`src/rtl/spi_slave_endpoint.sv`:
```
// SPI slave endpoint, oversampled in the PCLK domain (no sclk-clocked flops).
// Bytes move to/from local logic through a 1-deep TX holding register and an RX register.
module spi_slave_endpoint #(
    parameter int DATA_WIDTH  = 8,
    parameter int SYNC_STAGES = 2
) (
    input  logic                  PCLK,
    input  logic                  PRESETn,
    input  logic                  sclk,
    input  logic                  ss,
    input  logic                  mosi,
    output logic                  miso,
    output logic                  miso_oe,
    input  logic                  cpol,
    input  logic                  cpha,
    input  logic                  lsbfe,
    input  logic [DATA_WIDTH-1:0] tx_data,
    input  logic                  tx_valid,
    output logic                  tx_ready,
    output logic [DATA_WIDTH-1:0] rx_data,
    output logic                  rx_valid,
    input  logic                  rx_ready,
    output logic                  busy,
    output logic                  overrun,
    output logic                  underrun,
    output logic                  abort
);

    localparam int CW = $clog2(DATA_WIDTH + 1);
    localparam logic [CW-1:0] LAST_BIT = CW'(DATA_WIDTH - 1);

    typedef enum logic [1:0] {ST_IDLE, ST_LOAD, ST_SHIFT} state_t;

    state_t                 state;
    logic [SYNC_STAGES-1:0] sclk_sync, ss_sync, mosi_sync;
    logic                   sclk_hist, ss_hist;
    logic                   cpol_l, cpha_l, lsbfe_l;
    logic [DATA_WIDTH-1:0]  hold;
    logic [DATA_WIDTH-1:0]  tx_shift;
    logic [DATA_WIDTH-2:0]  rx_shift;
    logic [CW-1:0]          count;

    logic sclk_s, ss_s, mosi_s;
    logic sclk_rise, sclk_fall, ss_fall, ss_rise;
    logic sample_edge, shift_edge;
    logic [DATA_WIDTH-1:0] load_word, rx_word, rx_final;

    function automatic logic [DATA_WIDTH-1:0] bit_rev(input logic [DATA_WIDTH-1:0] v);
        logic [DATA_WIDTH-1:0] r;
        r = '0;
        for (int unsigned i = 0; i < DATA_WIDTH; i++) r[i] = v[DATA_WIDTH-1-i];
        return r;
    endfunction

    always_ff @(posedge PCLK or negedge PRESETn) begin
        if (!PRESETn) begin
            sclk_sync <= '0;
            ss_sync   <= '1;
            mosi_sync <= '0;
            sclk_hist <= 1'b0;
            ss_hist   <= 1'b1;
        end else begin
            sclk_sync <= {sclk_sync[SYNC_STAGES-2:0], sclk};
            ss_sync   <= {ss_sync[SYNC_STAGES-2:0], ss};
            mosi_sync <= {mosi_sync[SYNC_STAGES-2:0], mosi};
            sclk_hist <= sclk_sync[SYNC_STAGES-1];
            ss_hist   <= ss_sync[SYNC_STAGES-1];
        end
    end

    assign sclk_s    = sclk_sync[SYNC_STAGES-1];
    assign ss_s      = ss_sync[SYNC_STAGES-1];
    assign mosi_s    = mosi_sync[SYNC_STAGES-1];
    assign sclk_rise = sclk_s & ~sclk_hist;
    assign sclk_fall = ~sclk_s & sclk_hist;
    assign ss_fall   = ~ss_s & ss_hist;
    assign ss_rise   = ss_s & ~ss_hist;

    assign sample_edge = (cpol_l == cpha_l) ? sclk_rise : sclk_fall;
    assign shift_edge  = (cpol_l == cpha_l) ? sclk_fall : sclk_rise;

    // Both shifters always run MSB-first; LSB-first frames are bit-reversed at load/unload.
    assign load_word = tx_ready ? '1 : (lsbfe_l ? bit_rev(hold) : hold);
    assign rx_word   = {rx_shift, mosi_s};
    assign rx_final  = lsbfe_l ? bit_rev(rx_word) : rx_word;

    always_ff @(posedge PCLK or negedge PRESETn) begin
        if (!PRESETn) begin
            state    <= ST_IDLE;
            miso     <= 1'b0;
            miso_oe  <= 1'b0;
            busy     <= 1'b0;
            tx_ready <= 1'b1;
            hold     <= '0;
            tx_shift <= '0;
            rx_shift <= '0;
            rx_data  <= '0;
            rx_valid <= 1'b0;
            count    <= '0;
            cpol_l   <= 1'b0;
            cpha_l   <= 1'b0;
            lsbfe_l  <= 1'b0;
            overrun  <= 1'b0;
            underrun <= 1'b0;
            abort    <= 1'b0;
        end else begin
            overrun  <= 1'b0;
            underrun <= 1'b0;
            abort    <= 1'b0;
            if (rx_valid && rx_ready) rx_valid <= 1'b0;

            case (state)
                ST_IDLE: begin
                    if (ss_fall) begin
                        cpol_l  <= cpol;
                        cpha_l  <= cpha;
                        lsbfe_l <= lsbfe;
                        miso_oe <= 1'b1;
                        busy    <= 1'b1;
                        state   <= ST_LOAD;
                    end
                end
                ST_LOAD: begin
                    // cpha=0 presents the first bit now, so the shifter starts one bit ahead.
                    tx_shift <= cpha_l ? load_word : (load_word << 1);
                    if (!cpha_l) miso <= load_word[DATA_WIDTH-1];
                    underrun <= tx_ready;
                    tx_ready <= 1'b1;
                    count    <= '0;
                    state    <= ST_SHIFT;
                end
                ST_SHIFT: begin
                    if (sample_edge) begin
                        rx_shift <= rx_word[DATA_WIDTH-2:0];
                        if (count == LAST_BIT) begin
                            count    <= '0;
                            rx_data  <= rx_final;
                            rx_valid <= 1'b1;
                            overrun  <= rx_valid && !rx_ready;
                            tx_shift <= cpha_l ? load_word : (load_word << 1);
                            if (!cpha_l) miso <= load_word[DATA_WIDTH-1];
                            underrun <= tx_ready;
                            tx_ready <= 1'b1;
                        end else begin
                            count <= count + 1'b1;
                        end
                    end else if (shift_edge && (cpha_l || count != '0)) begin
                        // With cpha=0 the shift edge at count 0 is the trailing edge of the last bit.
                        miso     <= tx_shift[DATA_WIDTH-1];
                        tx_shift <= tx_shift << 1;
                    end
                end
                default: state <= ST_IDLE;
            endcase

            if (ss_rise) begin
                state   <= ST_IDLE;
                miso    <= 1'b0;
                miso_oe <= 1'b0;
                busy    <= 1'b0;
                count   <= '0;
                abort   <= (state == ST_SHIFT) && (count != '0);
            end

            if (tx_valid && tx_ready) begin
                hold     <= tx_data;
                tx_ready <= 1'b0;
            end
        end
    end

endmodule
```
`config.mk`:
```
export PLATFORM = sky130hd
export DESIGN_NAME = spi_slave_endpoint
export DESIGN_NICKNAME = d
export VERILOG_FILES = /design/src/rtl/spi_slave_endpoint.sv
export SDC_FILE = /design/constraint.sdc
export NUM_CORES = 1
export LEC_CHECK = 0
export ABC_AREA = 1
export BUFFER_PORTS_ARGS = -buffer_cell sky130_fd_sc_hd__buf_4
export CORE_MARGIN = 5
export CORE_UTILIZATION = 60
export DETAILED_ROUTE_END_ITERATION = 10
export GPL_ROUTABILITY_DRIVEN = 1
export PLACE_DENSITY = 0.79
export SYNTH_ARGS = -nofsm -noshare
export SYNTH_HDL_FRONTEND = slang
export SYNTH_SLANG_ARGS = --single-unit
export TNS_END_PERCENT = 1
```
`constraint.sdc`:
```
create_clock -name PCLK -period 4.6 [get_ports PCLK]
set_input_delay 0.92 -clock PCLK [delete_from_list [all_inputs] [get_ports PCLK]]
set_output_delay 0.92 -clock PCLK [all_outputs]
set_load 0.01 [all_outputs]
```
==> results.py <==
metrics = {
    "run_status": {
        "status": "complete, no violations",
    },
    "global_route": {
        "grt-ovfl-total": 0,
        "grtUsageMet2_pct": 33.8,
        "grt.busiest_layer": "met2",
        "gr-usage-met3_pct": 4.93,
        "grt_max_degree": 56,
        "track_usage_pct": 20.1,
        "first_global_vias": 2209,
        "grt_pass1_wl_um": 9850,
        "antenna_found_initial": 0,
        "met1_usage_pct": 25.7,
    },
    "cts": {
        "post_cts_buffers": 0,
        "cts-root-buf": "clkbuf_8",
        "insertion_delay_ns": 0.32,
        "htree_levels": 2,
        "cts_tree": "built",
        "cts_hold_buf": 0,
        "clockBufferDepth": 2,
        "ctsResizeCount": 0,
        "cts_buffers": 5,
        "clock_sinks": 55,
        "cts.clk_slew.worst_paths_ns": 0.10,
    },
    "detailed_routing": {
        "routed-via-count": 2252,
        "wirelength_um": 5410,
        "drt_iter0_drc": 113,
        "ant_nets": 0,
        "route.detailed.drc": 0,
        "drt_first_pass_iters": 4,
        "vias_per_cell": 5.15,
        "wl_per_cell_um": 12.4,
    },
    "sta": {
        "rsz0062_at_grt": "no",
        "fin_crit_ns": 1.97,
        "worst_pin_slew_ns": 0.665,
        "tns_ns": 0,
        "skew_ns": 0.00897,
        "finalSetupViolations": 0,
        "max_freq_mhz": 508,
        "hold_viol": 0,
        "max-slew-margin-rel_pct": 55.7,
        "finalCritPeriodShare_pct": 42.8,
        "slew_viol_final": 0,
    },
    "place": {
        "portBuffers": 33,
        "place_area_mm2": 0.00306,
        "dpl.hpwl_um": 3990,
        "place_inst": 429,
        "place.gp.congestion": 0.857,
    },
    "critical_path": {
        "critPathMaxFanout": 4,
        "cp-end-kind": "output pin",
        "crit_buf_inv": 1,
        "critPathKind": "reg -> out",
        "crit_slowest_cell": "dfstp_2",
        "path_cells": "buf_4",
        "crit_family": "flip-flops",
        "setup.worst_path.start_class": "register",
        "max_stage_delay_ns": 0.59,
        "cp.required_ns": 3.68,
        "crit_arrival_ns": 1.05,
    },
    "logic_synthesis": {
        "ys_types": 31,
        "yosysTopAreaCell": "dfrtp_1",
        "synth_edf_count": 0,
        "postSynth.topFlopCell": "dfrtp_1",
        "syn_area_mm2": 0.00282,
        "async_flop_share_pct": 100,
        "synth_cells": 353,
        "syn_area_per_cell_um2": 8.00,
        "ys_seq_area_share_pct": 48.9,
        "ys_seq_elements": 55,
        "synth_nets": 378,
        "synth.yosys.warnings": 0,
        "ys_top_cells_by_area": "dfrtp_1 45%, nand2_1 18%, nand3_1 6.4%",
        "synth_top_area_share_pct": 45.2,
    },
    "floorplanning": {
        "rows": 25,
        "io_pins": 34,
        "die_h_um": 78.6,
        "dieArea_mm2": 0.00618,
        "coreArea_mm2": 0.00463,
        "fp.dieW_um": 78.6,
        "initial_core_util_pct": 61.0,
    },
    "job": {
        "maxCapViolations": 0,
    },
    "cells_and_area": {
        "most-common-layout-cells": "133 x nand2_1, 51 x dfrtp_1, 37 x inv_1, 36 x nand3_1, 33 x buf_4",
        "final_area_mm2": 0.00317,
        "areaGrowthSynthToFinish_pct": 12.5,
        "n_antenna_cell": 0,
        "drive_gt1_share_pct": 16.7,
        "nFillCells": 386,
        "multiInputGateArea_mm2": 0.00120,
        "fin_cells": 437,
        "nNetsFinal": 407,
        "seqCellArea_mm2": 0.00138,
        "layout_commonest_cell": "nand2_1",
    },
    "power": {
        "vdd_ir_drop_max_uv": 365,
        "leakage_nw": 1.71,
        "powerDensity_mw_per_mm2": 586,
    },
    "hold_path": {
        "holdCritPathClass": "reg -> reg",
    },
}
[cell families (layout without fill, tap and decap cells)]
group,after synthesis,count (layout),synth area share [%]
compound gates,39,39,8.02
xor+xnor,1,1,0.310
simple gates,196,196,30.4
flops,55,55,48.9
fa+ha+maj,7,7,3.10
buf+inv,53,83,8.51
mux,2,2,0.709
[stage by stage]
| step | worst slack [ns] | hold slack, ns | util (%) | power (mW) |
|---|---|---|---|---|
| 2_1_floorplan | 3.05 | 0.331 | - | 1.36 |
| 3_3_place_gp | 2.73 | 0.332 | 66.1 | 1.51 |
| 3_5_place_dp | 2.66 | 0.336 | 66.1 | 1.54 |
| 4_1_cts | 2.62 | 0.361 | 68.6 | 1.87 |
| 5_1_grt | 2.46 | 0.370 | 68.6 | 2.05 |
| 6_report | 2.63 | 0.357 | 68.6 | 1.86 |
[where the power goes]
part | internal, mW | switching, mW | leakage [nW]
clock | 0.165 | 0.166 | 0.0587
combinational | 0.295 | 0.497 | 0.951
sequential | 0.615 | 0.121 | 0.697
total | 1.08 | 0.784 | 1.71
[area by class of cell]
class / instances / area share (%)
Inverter: 42 / 5.05
Timing Repair Buffer: 33 / 7.80
Multi-Input combinational cell: 245 / 37.8
Sequential cell: 55 / 43.5
Tap cell: 54 / 2.13
Clock inverter: 3 / 1.50
Clock buffer: 5 / 2.17
[Yosys cell counts (all sizes together), types with 2 or more instances]
library cell	n
nand2	137
dfrtp	51
inv	40
nand3	39
o21ai	28
nor2	17
a21oi	9
buf	7
ha	7
clkbuf	4
dfstp	4
clkinv	2
mux2i	2
[registers in the layout (all words and copies together) (netlist names)]
signal	flops
overrun	1
miso	1
busy	1
cpol_l	1
rx_valid	1
state	2
count	4
underrun	1
cpha_l	1
sclk_sync	2
rx_shift	7
ss_sync	2
sclk_hist	1
lsbfe_l	1
rx_data	8
hold	8
ss_hist	1
tx_shift	8
abort	1
mosi_sync	2
tx_ready	1
[path summary, 6_finish.rpt]
kind / to / start / cells after the start / slack, ns
setup / recovery: tx_ready / tx_ready$_DFFE_PN1P_ / 1 / 2.63
hold / removal: mosi_sync[1]$_DFF_PN0_ / mosi_sync[0]$_DFF_PN0_ / 0 / 0.36
setup reg to reg: tx_shift[4]$_DFFE_PN0P_ / cpha_l$_DFFE_PN0P_ / 8 / 2.66
hold reg to reg: mosi_sync[1]$_DFF_PN0_ / mosi_sync[0]$_DFF_PN0_ / 0 / 0.36
max in group asynchronous: sclk_sync[1]$_DFF_PN0_ / PRESETn / 1 / 3.53
min in group asynchronous: rx_data[0]$_DFFE_PN0P_ / PRESETn / 1 / 0.63
[layer usage]
metal | vias up | share of wire (%) | wire, µm
li1 | 1162 | - | -
met1 | 1032 | 46 | 2460
met2 | 53 | 49 | 2630
met3 | 5 | 4.7 | 255
met4 | 0 | 1.2 | 65
met5 | - | 0 | 0
Power figures use the tool's default switching activity.
